===== src/rtl/iobus_copy_engine.sv =====
// IOBUS initiator that copies COUNT words from a source address to a destination address, with a sticky DONE_IRQ.
// Define IOBUS_COPY_ABORT_EN to add the ABORT input and the ABORTED status output.
module iobus_copy_engine #(
  parameter int unsigned ADDR_W = 32,
  parameter int unsigned DATA_W = 32,
  parameter int unsigned CNT_W  = 16,
  parameter int unsigned STRIDE = 4
) (
  input  logic              CLK,
  input  logic              RST,
  input  logic              START,
  input  logic [ADDR_W-1:0] SRC_ADDR,
  input  logic [ADDR_W-1:0] DST_ADDR,
  input  logic [CNT_W-1:0]  COUNT,
  input  logic              SRC_INC,
  input  logic              DST_INC,
  input  logic              IRQ_CLR,
`ifdef IOBUS_COPY_ABORT_EN
  input  logic              ABORT,
  output logic              ABORTED,
`endif
  input  logic [DATA_W-1:0] IOBUS_IN,
  output logic [ADDR_W-1:0] IOBUS_ADDR,
  output logic [DATA_W-1:0] IOBUS_OUT,
  output logic              IOBUS_WR,
  output logic              BUSY,
  output logic              DONE_IRQ
);

  typedef enum logic [1:0] {S_IDLE, S_READ, S_WRITE, S_FINISH} state_t;

  state_t            r_state;
  state_t            w_next;
  logic [ADDR_W-1:0] r_src;
  logic [ADDR_W-1:0] r_dst;
  logic [CNT_W-1:0]  r_rem;
  logic [DATA_W-1:0] r_data;
  logic              r_src_inc;
  logic              r_dst_inc;
  logic              r_irq;
  logic              w_accept;
  logic              w_abort;

  assign w_accept = (r_state == S_IDLE) && START;

`ifdef IOBUS_COPY_ABORT_EN
  logic r_abort_pend;
  logic r_aborted;

  assign w_abort = ABORT && ((r_state == S_READ) || (r_state == S_WRITE));
  assign ABORTED = r_aborted;

  // The pending flag marks the upcoming FINISH as an aborted one.
  always_ff @(posedge CLK or posedge RST) begin
    if (RST) begin
      r_abort_pend <= 1'b0;
      r_aborted    <= 1'b0;
    end else begin
      if (r_state == S_FINISH)
        r_abort_pend <= 1'b0;
      else if (w_abort)
        r_abort_pend <= 1'b1;

      if ((r_state == S_FINISH) && r_abort_pend)
        r_aborted <= 1'b1;
      else if (IRQ_CLR || w_accept)
        r_aborted <= 1'b0;
    end
  end
`else
  assign w_abort = 1'b0;
`endif

  always_ff @(posedge CLK or posedge RST) begin
    if (RST)
      r_state <= S_IDLE;
    else
      r_state <= w_next;
  end

  always_comb begin
    w_next = r_state;
    unique case (r_state)
      S_IDLE:   if (START) w_next = (COUNT == '0) ? S_FINISH : S_READ;
      S_READ:   w_next = w_abort ? S_FINISH : S_WRITE;
      S_WRITE:  w_next = ((r_rem == CNT_W'(1)) || w_abort) ? S_FINISH : S_READ;
      S_FINISH: w_next = S_IDLE;
      default:  w_next = S_IDLE;
    endcase
  end

  // Bus outputs decode from state and registers only, so IOBUS_IN never reaches an output.
  always_comb begin
    IOBUS_ADDR = '0;
    IOBUS_OUT  = '0;
    IOBUS_WR   = 1'b0;
    unique case (r_state)
      S_READ:  IOBUS_ADDR = r_src;
      S_WRITE: begin
        IOBUS_ADDR = r_dst;
        IOBUS_OUT  = r_data;
        IOBUS_WR   = 1'b1;
      end
      default: ;
    endcase
  end

  assign BUSY     = (r_state != S_IDLE);
  assign DONE_IRQ = r_irq;

  always_ff @(posedge CLK or posedge RST) begin
    if (RST) begin
      r_src     <= '0;
      r_dst     <= '0;
      r_rem     <= '0;
      r_data    <= '0;
      r_src_inc <= 1'b0;
      r_dst_inc <= 1'b0;
    end else begin
      unique case (r_state)
        S_IDLE: if (START) begin
          r_src     <= SRC_ADDR;
          r_dst     <= DST_ADDR;
          r_rem     <= COUNT;
          r_src_inc <= SRC_INC;
          r_dst_inc <= DST_INC;
        end
        S_READ:  r_data <= IOBUS_IN;
        S_WRITE: begin
          r_rem <= r_rem - CNT_W'(1);
          if (r_src_inc) r_src <= r_src + ADDR_W'(STRIDE);
          if (r_dst_inc) r_dst <= r_dst + ADDR_W'(STRIDE);
        end
        default: ;
      endcase
    end
  end

  // Completion set has priority over IRQ_CLR.
  always_ff @(posedge CLK or posedge RST) begin
    if (RST)
      r_irq <= 1'b0;
    else if (r_state == S_FINISH)
      r_irq <= 1'b1;
    else if (IRQ_CLR)
      r_irq <= 1'b0;
  end

endmodule


===== config.mk =====
export PLATFORM = sky130hd
export DESIGN_NAME = iobus_copy_engine
export DESIGN_NICKNAME = d
export VERILOG_FILES = /design/src/rtl/iobus_copy_engine.sv
export SDC_FILE = /design/constraint.sdc
export NUM_CORES = 1
export LEC_CHECK = 0
export ABC_AREA = 0
export BUFFER_PORTS_ARGS = -buffer_cell sky130_fd_sc_hd__buf_2
export CELL_PAD_IN_SITES_DETAIL_PLACEMENT = 1
export CELL_PAD_IN_SITES_GLOBAL_PLACEMENT = 1
export CORE_ASPECT_RATIO = 2
export CORE_UTILIZATION = 40
export DETAILED_ROUTE_END_ITERATION = 6
export HOLD_SLACK_MARGIN = 0.05
export PLACE_DENSITY = 0.84
export SETUP_SLACK_MARGIN = 0.5
export SYNTH_ARGS = -nofsm -noshare
export SYNTH_HDL_FRONTEND = slang
export SYNTH_SLANG_ARGS = --single-unit

===== constraint.sdc =====
create_clock -name CLK -period 5.2 [get_ports CLK]
set_input_delay 1.04 -clock CLK [delete_from_list [all_inputs] [get_ports CLK]]
set_output_delay 1.04 -clock CLK [all_outputs]
set_load 0.005 [all_outputs]

==> results by group, run 1 <==
Critical path
  – Critical path arrival: 2.79 ns
  – R2R cell count: 8
  – R2R Path Start: r_state[0]
  – Cells along the critical path: inv_1, ha_4, buf_4, nand2_1, a21boi_0, buf_2
  – Stages on worst setup path: 6
  – Reg2Reg Setup Slack: approximately 1.9 ns
  – Crit path required time: roughly 4.2 ns
  – Critical Path Source Type: flip-flop
  – Setup crit end kind: primary output
  – CP Class: reg2out
  – Reg2Reg Capture Point: r_src[15]
  – Crit-path slowest cell: buf_4
  – Crit-path max cell delay: about 0.65 ns
  – CP Max Fanout: 75
  – Top delay family on crit path: buffers and inverters
  – Bufs and invs on worst path: 3

CTS
  – Max H-tree Level: 4
  – Clock transition at the registers of the reported paths: approximately 0.06 ns
  – Clock root buffer: clkbuf_16
  – CTS Buffer Depth: 2
  – Total CTS buffers: 17
  – Later-pin clock latency in the skew report: approximately 0.43 ns
  – Hold buffer count at cts: 0
  – Post-cts repair resize count: 0
  – CTS tree: built
  – Setup Buffers After CTS: 0
  – Clk sinks: 117

Cells and area
  – Share of cells above drive strength 1: 0.283
  – Utilization after layout: 0.508
  – Fillers: ~2100
  – P&R area growth vs syn: 23.9%
  – Register area: 2930 µm²
  – Number of diodes: 0
  – # nets final: between 1000 and 1500
  – Area of the multi-input gates: ~4000 µm²

Place
  – IO buf count: about 180
  – Dpl hpwl: 18700 µm
  – RePlAce Congestion: ~0.9
  – Place WS: ~1.9 ns

GRT
  – Largest net degree at the start of global routing: 76
  – Initial antenna violation count: 0
  – GRT Total Usage: 0.298
  – First-pass GRT wire length: approximately 41000 µm
  – Vias in the first global route: around 7700
  – Grt ovf: 0

Detailed routing
  – Residual DRC count: 0
  – Detailed-route via count: ~7400
  – Highest routed layer: met4
  – Final WL: between 20000 and 30000 µm
  – DRT Pass-1 Iters: 5
  – M1 WL: 9350 µm
  – Final ANT Viol Nets: 0
  – WL met3: roughly 1400 µm
  – WL met2: approximately 14000 µm
  – Routed length per placed instance: about 22 µm
  – Vias per cell: around 6.2
  – First DRT Iteration DRCs: approximately 490

Pwr
  – Max VDD drop: approximately 330 µV
  – Leak: 0.00388 µW
  – PwrDens: between 600 and 700 nW/µm²

Worst hold path
  – Worst Hold Path EP: DONE_IRQ
  – Hold path start: DONE_IRQ
  – Worst Hold Depth: 1
  – Worst hold path type: reg2reg

Logic synthesis
  – Yosys Warn Count: 0
  – Synthesized cell area: ~7000 µm²
  – Synth Net Count: 929
  – Dominant synthesized flop cell: dfrtp_1
  – Asr flop ratio synth: 1.00
  – #FFs+latches synth: 117
  – Sequential-to-total area share from yosys stat: 0.411
  – Post-synth EDFFs: 0
  – Synthesized instance count: 802
  – Synth cell types: 58
  – Syn avg cell area: approximately 8.9 µm²

Floorplan
  – Initial core utilization: 0.410
  – FP Rows: between 60 and 70
  – Die width: about 96 µm
  – Core ar.: ~17000 µm²
  – Die Y-Extent: between 150 and 200 µm
  – I/O pins: approximately 190
  – Die area: between 15000 and 20000 µm²

Timing
  – Setup Skew: around 0.0073 ns
  – RSZ-0062 raised after global routing: false
  – Max-slew violation count: 0
  – Final Hold Violating Endpoints: 0
  – Fmax: between 200 and 300 MHz
  – Worst-margin pin slew: 1.13 ns
  – Setup violations, final: 0
  – Worst setup margin: 1.37 ns
  – Max_slew headroom: 0.244
  – Fin crit period: 3.83 ns
  – Fin crit share: 0.737
  – Setup TNS: 0 ns

Outcome
  – Status: complete, no violations

Run
  – Max Cap Viol: 0
## state kept, by name (all words and copies together) (netlist names)
register and flops:
r_dst_inc 1, r_src 32, r_dst 32, DONE_IRQ 1, r_state 2, r_data 32
r_rem 16, r_src_inc 1
## power breakdown
| part | switching, µW | total, µW | leakage [µW] | internal [µW] |
|---|---|---|---|---|
| Clock | 460 | 1270 | 0.000291 | 811 |
| Sequential | 612 | 2000 | 0.00135 | 1390 |
| Combinational | 1590 | 2800 | 0.00225 | 1210 |
## worst max-delay path by stage
stage | start | endpoint | slack, ns
3_5_place_dp | r_state[0] | IOBUS_ADDR[13] | 1.86
6_report | r_state[0] | IOBUS_ADDR[13] | 1.37
3_3_place_gp | r_state[0] | IOBUS_ADDR[13] | 1.94
5_1_grt | r_state[0] | IOBUS_ADDR[21] | 1.21
4_1_cts | r_state[0] | IOBUS_ADDR[13] | 1.38
2_1_floorplan | RST | DONE_IRQ | 1.06
## worst reg2reg max path: cells and delay by family (launching register included)
family                   cells  cell delay [ns]
adder cells (fa/ha/maj)      1             0.52
multiplexers                 1             0.65
flip-flops                   1             0.41
buffers and inverters        2             0.55
AO/OA/AOI/OAI                2             0.20
AND/OR/NAND/NOR              2             0.87
## layout by cell type, fill, tap and decap left out, types with 4 or more instances in the layout
cell,n
buf_4,11
a31oi_1,6
bufinv_16,4
nor2_1,27
nand4_1,25
or4_1,4
and4_1,6
mux2i_1,20
or3_1,10
clkinvlp_4,5
a2bb2oi_1,10
a22oi_1,20
clkbuf_16,17
nor2b_1,21
a22o_1,5
and2_1,38
buf_2,184
inv_1,12
ha_1,7
and3_1,19
a21boi_0,13
o22a_1,8
o22ai_1,49
dfrtp_1,117
nand2_1,83
mux2_2,35
nor3_1,18
a21oi_1,69
o21ai_0,36
nor4_1,4
nand3_1,31
## area by class of cell
class                      instances  area share
clock buffer                      19      0.0502
clock inverter                    13      0.0206
inverter                          14     0.00624
multi-input combinational        614       0.447
sequential                       117       0.332
timing repair buffer             195       0.114
tap                              210      0.0298
## cell families (layout without fill, tap and decap cells)
logic type | count (synthesis) | in the layout | share of synthesized area
DFF | 117 | 117 | 0.411
buffers and inverters | 71 | 241 | 0.0378
muxes | 55 | 55 | 0.0835
AOI/OAI and AO/OA | 249 | 249 | 0.225
adders and majority gates | 9 | 9 | 0.0158
and+or+nand+nor | 301 | 301 | 0.227
## cells in the mapped netlist (all sizes together), types with 9 or more instances
master     n  area share
o21ai     38       0.027
inv       13      0.0069
dfrtp    117        0.41
a21oi     70       0.050
o22ai     49       0.043
nand3     31       0.022
buf       16      0.0088
a22oi     20       0.021
or3       11       0.010
ha         9       0.016
nor2      28       0.015
a2bb2oi   11       0.014
nor2b     21       0.018
and3      19       0.017
nand2     83       0.044
nand4     26       0.025
a21boi    13       0.014
mux2i     20       0.028
and2      38       0.033
mux2      35       0.055
nor3      18       0.013
clkbuf    41       0.022
## per-layer routing
layer  up-vias  global-route usage
li1       3304                   -
met1      3672               0.316
met2       299               0.525
met3       103              0.0626
met4         0               0.179
met5         -                   0
## stage by stage
step | cell area, µm² | total power [µW] | cells | hold slack (ns)
3_3_place_gp | 8190 | 4630 | 1150 | 0.460
2_1_floorplan | 7120 | 3750 | 802 | 0.446
4_1_cts | 8820 | 6060 | 1182 | 0.479
5_1_grt | 8820 | 6450 | 1182 | 0.492
6_report | 8820 | 6070 | 1182 | 0.482
3_5_place_dp | 8190 | 4760 | 1150 | 0.465
Power figures use the tool's default switching activity.
==> run 2, diff against run 1 <==
- ABC_AREA: 0 -> 1
- CORE_UTILIZATION: 40 -> 34
- PLACE_DENSITY: 0.84 -> 0.8
- clock period: 5.2 -> 3.2 ns (I/O delays scaled with it)
==> run 2 against run 1 <==
Setup slack worse by 0.83 ns. Final area increased by 11%. Global-route usage decreased by 2.4 points. Core utilization down 7.8 points. Register-to-register slack got worse by 1.2 ns. Wire length grew 20%. Flip-flop and latch count stayed put. Final cell count up 46%. Clock power grew 51%. Sequential share of layout area is 3.4 points lower. Combinational power up 85%. Sequential power increased by 55%.
==> results by group, run 2 <==
Critical path
  – Critical path origin: r_state[1]
  – R2R cell count: 9
  – CP Class: reg2out
  – Reg2Reg Capture Point: r_dst[20]
  – Crit path required time: between 2 and 3 ns
  – R2R Path Start: r_state[1]
  – Critical Path Source Type: flip-flop
  – Critical path arrival: 2.02 ns
  – Reg2Reg Setup Slack: about 0.71 ns
  – Setup crit end kind: primary output
  – CP Max Fanout: 30
  – CP endpoint: IOBUS_ADDR[11]

Floorplan
  – Core ar.: around 23000 µm²
  – Die Y-Extent: 218 µm
  – FP Rows: 78
  – Die area: between 20000 and 25000 µm²
  – Initial core utilization: 0.349
  – I/O pins: about 190
  – Die width: around 110 µm

Logic synthesis
  – Syn avg cell area: 6.33 µm²
  – Synthesized instance count: 1257
  – Dominant synthesized flop cell: dfrtp_1
  – Count leader, synth: nand2_1
  – Yosys Warn Count: 0
  – Asr flop ratio synth: 1.00
  – Synth top cells by count: nand2_1 (460), nor2_1 (176), inv_1 (132)
  – Yosys top cell by area: dfrtp_1
  – Post-synth EDFFs: 0
  – Synthesized cell area: about 8000 µm²
  – Synth cell types: 40
  – Share of the synthesized area in the top cell type: 0.368
  – #FFs+latches synth: around 120
  – Synth Net Count: ~1400
  – Sequential-to-total area share from yosys stat: 0.368
  – Top post-synthesis cells by area: dfrtp_1 (37%), nand2_1 (22%), nor2_1 (8.3%), inv_1 (6.2%), nand3_1 (4.5%)

Cells and area
  – Largest regs: r_data: 32 flops, r_dst: 32 flops, r_src: 32 flops
  – Final std cells w/o fill: between 1500 and 2000
  – Most frequent cells in the layout: nand2_1 (460), buf_2 (184), nor2_1 (175), inv_1 (130), dfrtp_1 (117)
  – P&R area growth vs syn: 23.4%
  – Share of cells above drive strength 1: 0.183
  – # nets final: 1554
  – Commonest non-fill, non-tap cell in the layout: nand2_1

Timing
  – Fin crit share: 0.831
  – Setup violations, final: 0
  – Max_slew headroom: 0.440
  – Fin crit period: around 2.7 ns
  – Setup TNS: 0 ns
  – Final Hold Violating Endpoints: 0
  – RSZ-0062 raised after global routing: false
  – Worst-margin pin slew: 0.840 ns
  – Setup Skew: 0.00869 ns
  – Fmax: around 380 MHz
  – Max-slew violation count: 0

GRT
  – Top Usage Layer GRT: met2
  – Initial antenna violation count: 2
  – Grt ovf: 0
  – M1 GR Usage: 0.291
  – Largest net degree at the start of global routing: slightly below 80
  – GRT Total Usage: 0.274
  – Met3 Resource Use GR: 0.0450
  – First-pass GRT wire length: around 50000 µm
  – Vias in the first global route: approximately 9600
  – Met2 Use GR: 0.486

CTS
  – CTS tree: built
  – Clk sinks: between 100 and 150
  – Later-pin clock latency in the skew report: ~0.45 ns
  – Clock transition at the registers of the reported paths: roughly 0.060 ns
  – CTS Buffer Depth: 2
  – Max H-tree Level: 4
  – Total CTS buffers: 17
  – Hold buffer count at cts: 0
  – Clock root buffer: clkbuf_16

Pwr
  – Leak: 0.00515 µW
  – Max VDD drop: between 400 and 500 µV
  – PwrDens: between 1000 and 1500 nW/µm²

Detailed routing
  – DRT Pass-1 Iters: 4
  – Routed length per placed instance: approximately 18 µm
  – Vias per cell: about 5.3
  – Final ANT Viol Nets: 0
  – Residual DRC count: 0
  – First DRT Iteration DRCs: 426
  – Final WL: approximately 32000 µm
  – Detailed-route via count: 9064

Place
  – Dpl cells: 1680
  – IO buf count: between 150 and 200
  – Dpl hpwl: roughly 22000 µm
  – RePlAce Congestion: just under 0.9

Run
  – Max Cap Viol: 0

Outcome
  – Status: complete, no violations

Worst hold path
  – Worst hold path type: in2reg
-- run 2: changes by cell type after synthesis, sizes merged, moves of 19 or more --
| cell | delta |
|---|---|
| a22oi | -19 |
| and2 | -38 |
| inv | +123 |
| mux2 | -31 |
| mux2i | -20 |
| nand2 | +377 |
| nand3 | +43 |
| nor2 | +155 |
| nor2b | -21 |
| o21ai | +37 |
| o22ai | -42 |
-- run 2: worst max-delay path: stages (launching register included) --
cell	delay, ns
dfrtp_1	0.43
inv_1	0.19
ha_1	0.26
inv_1	0.14
buf_6	0.29
a21oi_1	0.11
buf_2	0.14
-- run 2: stage by stage --
stage | hold slack, ns | cell area, µm² | power (µW) | utilization | setup WS [ns]
6_report | 0.389 | 9820 | 10200 | 0.430 | 0.539
5_1_grt | 0.380 | 9820 | 11000 | 0.430 | 0.501
4_1_cts | 0.376 | 9770 | 10100 | 0.428 | 0.506
3_5_place_dp | 0.460 | 9090 | 7980 | 0.398 | 0.242
3_3_place_gp | 0.454 | 9090 | 7780 | 0.398 | 0.367
2_1_floorplan | 0.442 | 7960 | 6220 | - | 0.994
-- run 2: kinds of logic (layout without fill, tap and decap cells) --
kind of cell,Yosys count,after routing,synth area share
fa+ha+maj,9,9,0.0141
other cells,0,2,0
simple gates,772,773,0.396
buf+inv,188,369,0.0965
xor+xnor,8,8,0.00880
flops,117,117,0.368
compound gates,159,160,0.111
mux,4,4,0.00566
-- run 2: final cells by class --
class / instances / area (µm²)
diodes: 2 / 5.00
clock buffers: 20 / 447
clock inverters: 12 / 130
fillers: 3120 / 13000
inverters: 136 / 522
multi-input cells: 954 / 4320
flip-flops and latches: 117 / 2930
well taps: 280 / 350
repair buffers: 201 / 1120
-- run 2: metal layers --
metal  part of all wire  vias to the layer above  routed length, µm
met1               0.37                     4365              11600
met2               0.53                      266              16600
met5                  0                        -                  0
li1                   -                     4313                  -
met3              0.039                      120               1230
met4              0.065                        0               2060
-- run 2: worst min-delay path by stage --
stage | from | end | slack, ns | cells past startpoint
3_3_place_gp | r_data[21] | r_data[21] | 0.45 | 2
6_report | IRQ_CLR | DONE_IRQ | 0.39 | 2
5_1_grt | IRQ_CLR | DONE_IRQ | 0.38 | 2
3_5_place_dp | r_data[7] | r_data[7] | 0.46 | 2
4_1_cts | IRQ_CLR | DONE_IRQ | 0.38 | 2
2_1_floorplan | r_data[11] | r_data[11] | 0.44 | 2
-- run 2: repair_timing --
item | CTS | global route
setup endpoints to repair | 81 | 41
cloned | 3 | 1
gates resized for setup | 4 | 4
pin swaps | 1 | 2
setup buffers | 0 | 4
-- run 2: power by group --
part,internal [µW],total [µW],switching (µW)
sequential,2240,3110,878
clock,1160,1920,760
combinational,1740,5190,3460
total,5140,10200,5090
==> run 3, diff against run 2 <==
- clock period: 3.2 -> 2.13 ns (I/O delays scaled with it)
==> run 3 against run 2 <==
The run now ends with setup timing left. Critical path depth grew 1. Clock power grew 55%. Final area increased by 26%. Die area unchanged. Global-route usage up 2.9 points. Combinational power rose to 2.7 times the previous value. Sequential share of layout area is 6.1 points lower. Clock-buffer cell count shrank 2. Register-to-register slack worse by 0.94 ns. Clock skew increased by 0.019 ns. Sequential power increased by 65%.
==> results by group, run 3 (same netlist as run 2, synthesis figures left out) <==
Timing
  – Setup Skew: approximately 0.028 ns
  – WHS: slightly below 0.07 ns
  – Max-slew violation count: 0
  – Worst-margin pin slew: ~0.63 ns
  – Worst setup margin: -0.232 ns
  – Fmax: 423 MHz
  – Max_slew headroom: 0.579
  – Fin crit share: 1.11
  – Setup violations, final: approximately 140
  – Fin crit period: between 2 and 2.5 ns
  – RSZ-0062 raised after global routing: true
  – Final Hold Violating Endpoints: 0

Floorplan
  – Initial core utilization: 0.349
  – Die area: between 20000 and 25000 µm²
  – I/O pins: 185
  – Die width: 110 µm
  – FP Rows: 78
  – Die Y-Extent: between 200 and 250 µm
  – Core ar.: 22800 µm²

Critical path
  – Critical path arrival: between 1.5 and 2 ns
  – Critical path origin: r_state[1]
  – Setup crit end kind: primary output
  – CP Class: reg2out
  – Top delay family on crit path: buffers and inverters
  – Critical Path Source Type: flip-flop
  – Cells along the critical path: buf_6, ha_4, buf_8, buf_12, nand2_1, a21oi_2, buf_2
  – Reg2Reg Capture Point: r_src[21]
  – CP Max Fanout: 5
  – Bufs and invs on worst path: 4
  – Crit-path slowest cell: dfrtp_1
  – R2R cell count: 13
  – Crit path required time: roughly 1.7 ns
  – Reg2Reg Setup Slack: -0.23 ns
  – R2R Path Start: r_state[1]
  – Crit-path max cell delay: between 0.4 and 0.5 ns

Outcome
  – Failing checks: setup timing
  – Status: complete, but fails checks

Detailed routing
  – Final WL: about 48000 µm
  – Final ANT Viol Nets: 0
  – Detailed-route via count: 10900
  – DRT Pass-1 Iters: 5
  – First DRT Iteration DRCs: roughly 840
  – Vias per cell: between 5 and 6
  – Residual DRC count: 0
  – Routed length per placed instance: 26.2 µm

CTS
  – Clock root buffer: clkbuf_16
  – Max H-tree Level: 4
  – Total CTS buffers: 17
  – CTS tree: built
  – Later-pin clock latency in the skew report: approximately 0.45 ns
  – Clk sinks: around 120
  – Clock transition at the registers of the reported paths: roughly 0.07 ns
  – CTS Buffer Depth: 2

Cells and area
  – Share of cells above drive strength 1: 0.366
  – Fillers: roughly 2900
  – # nets final: 1659
  – P&R area growth vs syn: 55.4%
  – Most frequent cells in the layout: nand2_1 (393), buf_2 (174), nor2_1 (141), dfrtp_1 (117), inv_1 (110)
  – Largest regs: r_data: 32 flops, r_dst: 32 flops, r_src: 32 flops
  – Final std cells w/o fill: approximately 1800
  – Commonest non-fill, non-tap cell in the layout: nand2_1

Worst hold path
  – Worst hold path type: in2async

Pwr
  – Clock power share: 0.134
  – PwrDens: around 1800 nW/µm²
  – Max VDD drop: approximately 940 µV
  – Combinational Power Share: 0.636
  – Power consumption: 22300 µW
  – Leak: about 0.0062 µW
  – Switching power: 11500 µW
  – P_int: 10800 µW
  – Flop pwr share: 0.230
  – Sw frac: 0.515

GRT
  – Vias in the first global route: a little over 10000
  – Initial antenna violation count: 3
  – GRT Total Usage: 0.303
  – First-pass GRT wire length: ~54000 µm
  – Largest net degree at the start of global routing: 61
  – Grt ovf: 0

Place
  – RePlAce Congestion: 0.957
  – Dpl hpwl: 24100 µm
  – Place WS: -0.00255 ns
  – Dpl cells: between 1500 and 2000
  – IO buf count: 184

Run
  – Max Cap Viol: 0
==> run 3: cell count changes in the layout (fill, tap and decap cells not counted), sizes merged, moves of 2 or more <==
| cell | before | now |
|---|---|---|
| buf | 198 | 292 |
| inv | 136 | 142 |
| bufbuf | 2 | 0 |
| clkbuf | 21 | 32 |
| clkinvlp | 6 | 4 |
==> run 3: worst reg2reg max path, cell delays in order, from the launching register on <==
cell,delay [ns]
dfrtp_1,0.45
buf_6,0.14
ha_4,0.17
buf_8,0.16
buf_8,0.14
clkinv_8,0.07
o21ai_4,0.22
buf_12,0.15
inv_8,0.04
nor2_8,0.24
clkinv_8,0.15
nor2_2,0.15
nand2_1,0.12
nand2_2,0.08
==> run 3: per-stage QoR <==
| step | TNS (ns) | util | area (µm²) |
|---|---|---|---|
| 3_3_place_gp | 0 | 0.415 | 9470 |
| 4_1_cts | -1.08 | 0.471 | 10800 |
| 6_report | -18.48 | 0.542 | 12400 |
| 5_1_grt | -23.01 | 0.542 | 12400 |
| 2_1_floorplan | 0 | - | 8100 |
| 3_5_place_dp | -0.00255 | 0.415 | 9470 |
==> run 3: final cells by class <==
cell class                      count  area [µm²]  area share
Tap cell                          280         350      0.0283
Sequential cell                   117        2930       0.237
Clock buffer                       18         439      0.0355
Multi-Input combinational cell    952        5210       0.421
Inverter                          136         559      0.0452
Timing Repair Buffer              306        2720       0.220
Timing Repair inverter              2        20.0     0.00162
Antenna cell                        3        7.51    0.000607
Clock inverter                     14         139      0.0112
==> run 3: how the worst max path moves through the flow <==
stage                     slack [ns]  depth (start not counted)              to
after floorplan                 0.28                          1        DONE_IRQ
after global placement          0.07                         10       r_src[13]
after detailed placement      -0.003                         10       r_src[13]
after CTS                      -0.07                          7  IOBUS_ADDR[17]
after global routing           -0.27                         13       r_src[10]
final                          -0.23                          7  IOBUS_ADDR[17]
==> run 3: repair_timing <==
action | in CTS | in global routing
setup buffers | 20 | 28
pin swaps | 13 | 69
endpoints found under the hold margin | 0 | 0
endpoints found under the setup margin | 178 | 180
resized for setup | 81 | 307
gates cloned | 8 | 19
hold buffers | 0 | 0
==> run 3: power groups by stage <==
stage | Sequential (µW) | Combinational (µW) | Clock (µW)
detailed placement | 4610 | 8000 | 0
global placement | 4550 | 7730 | 0
global route | 5160 | 14800 | 3050
finish | 5130 | 14200 | 2980
CTS | 4600 | 9950 | 2910
floorplan | 4160 | 5420 | 0
==> run 3: routing by layer <==
| metal | share of wire | global-route usage | vias up | routed length (µm) |
|---|---|---|---|---|
| li1 | - | - | 4540 | - |
| met1 | 0.33 | 0.294 | 5376 | 15800 |
| met2 | 0.51 | 0.559 | 712 | 24300 |
| met3 | 0.069 | 0.0400 | 299 | 3330 |
| met4 | 0.095 | 0.235 | 0 | 4560 |
| met5 | 0 | 0 | - | 0 |
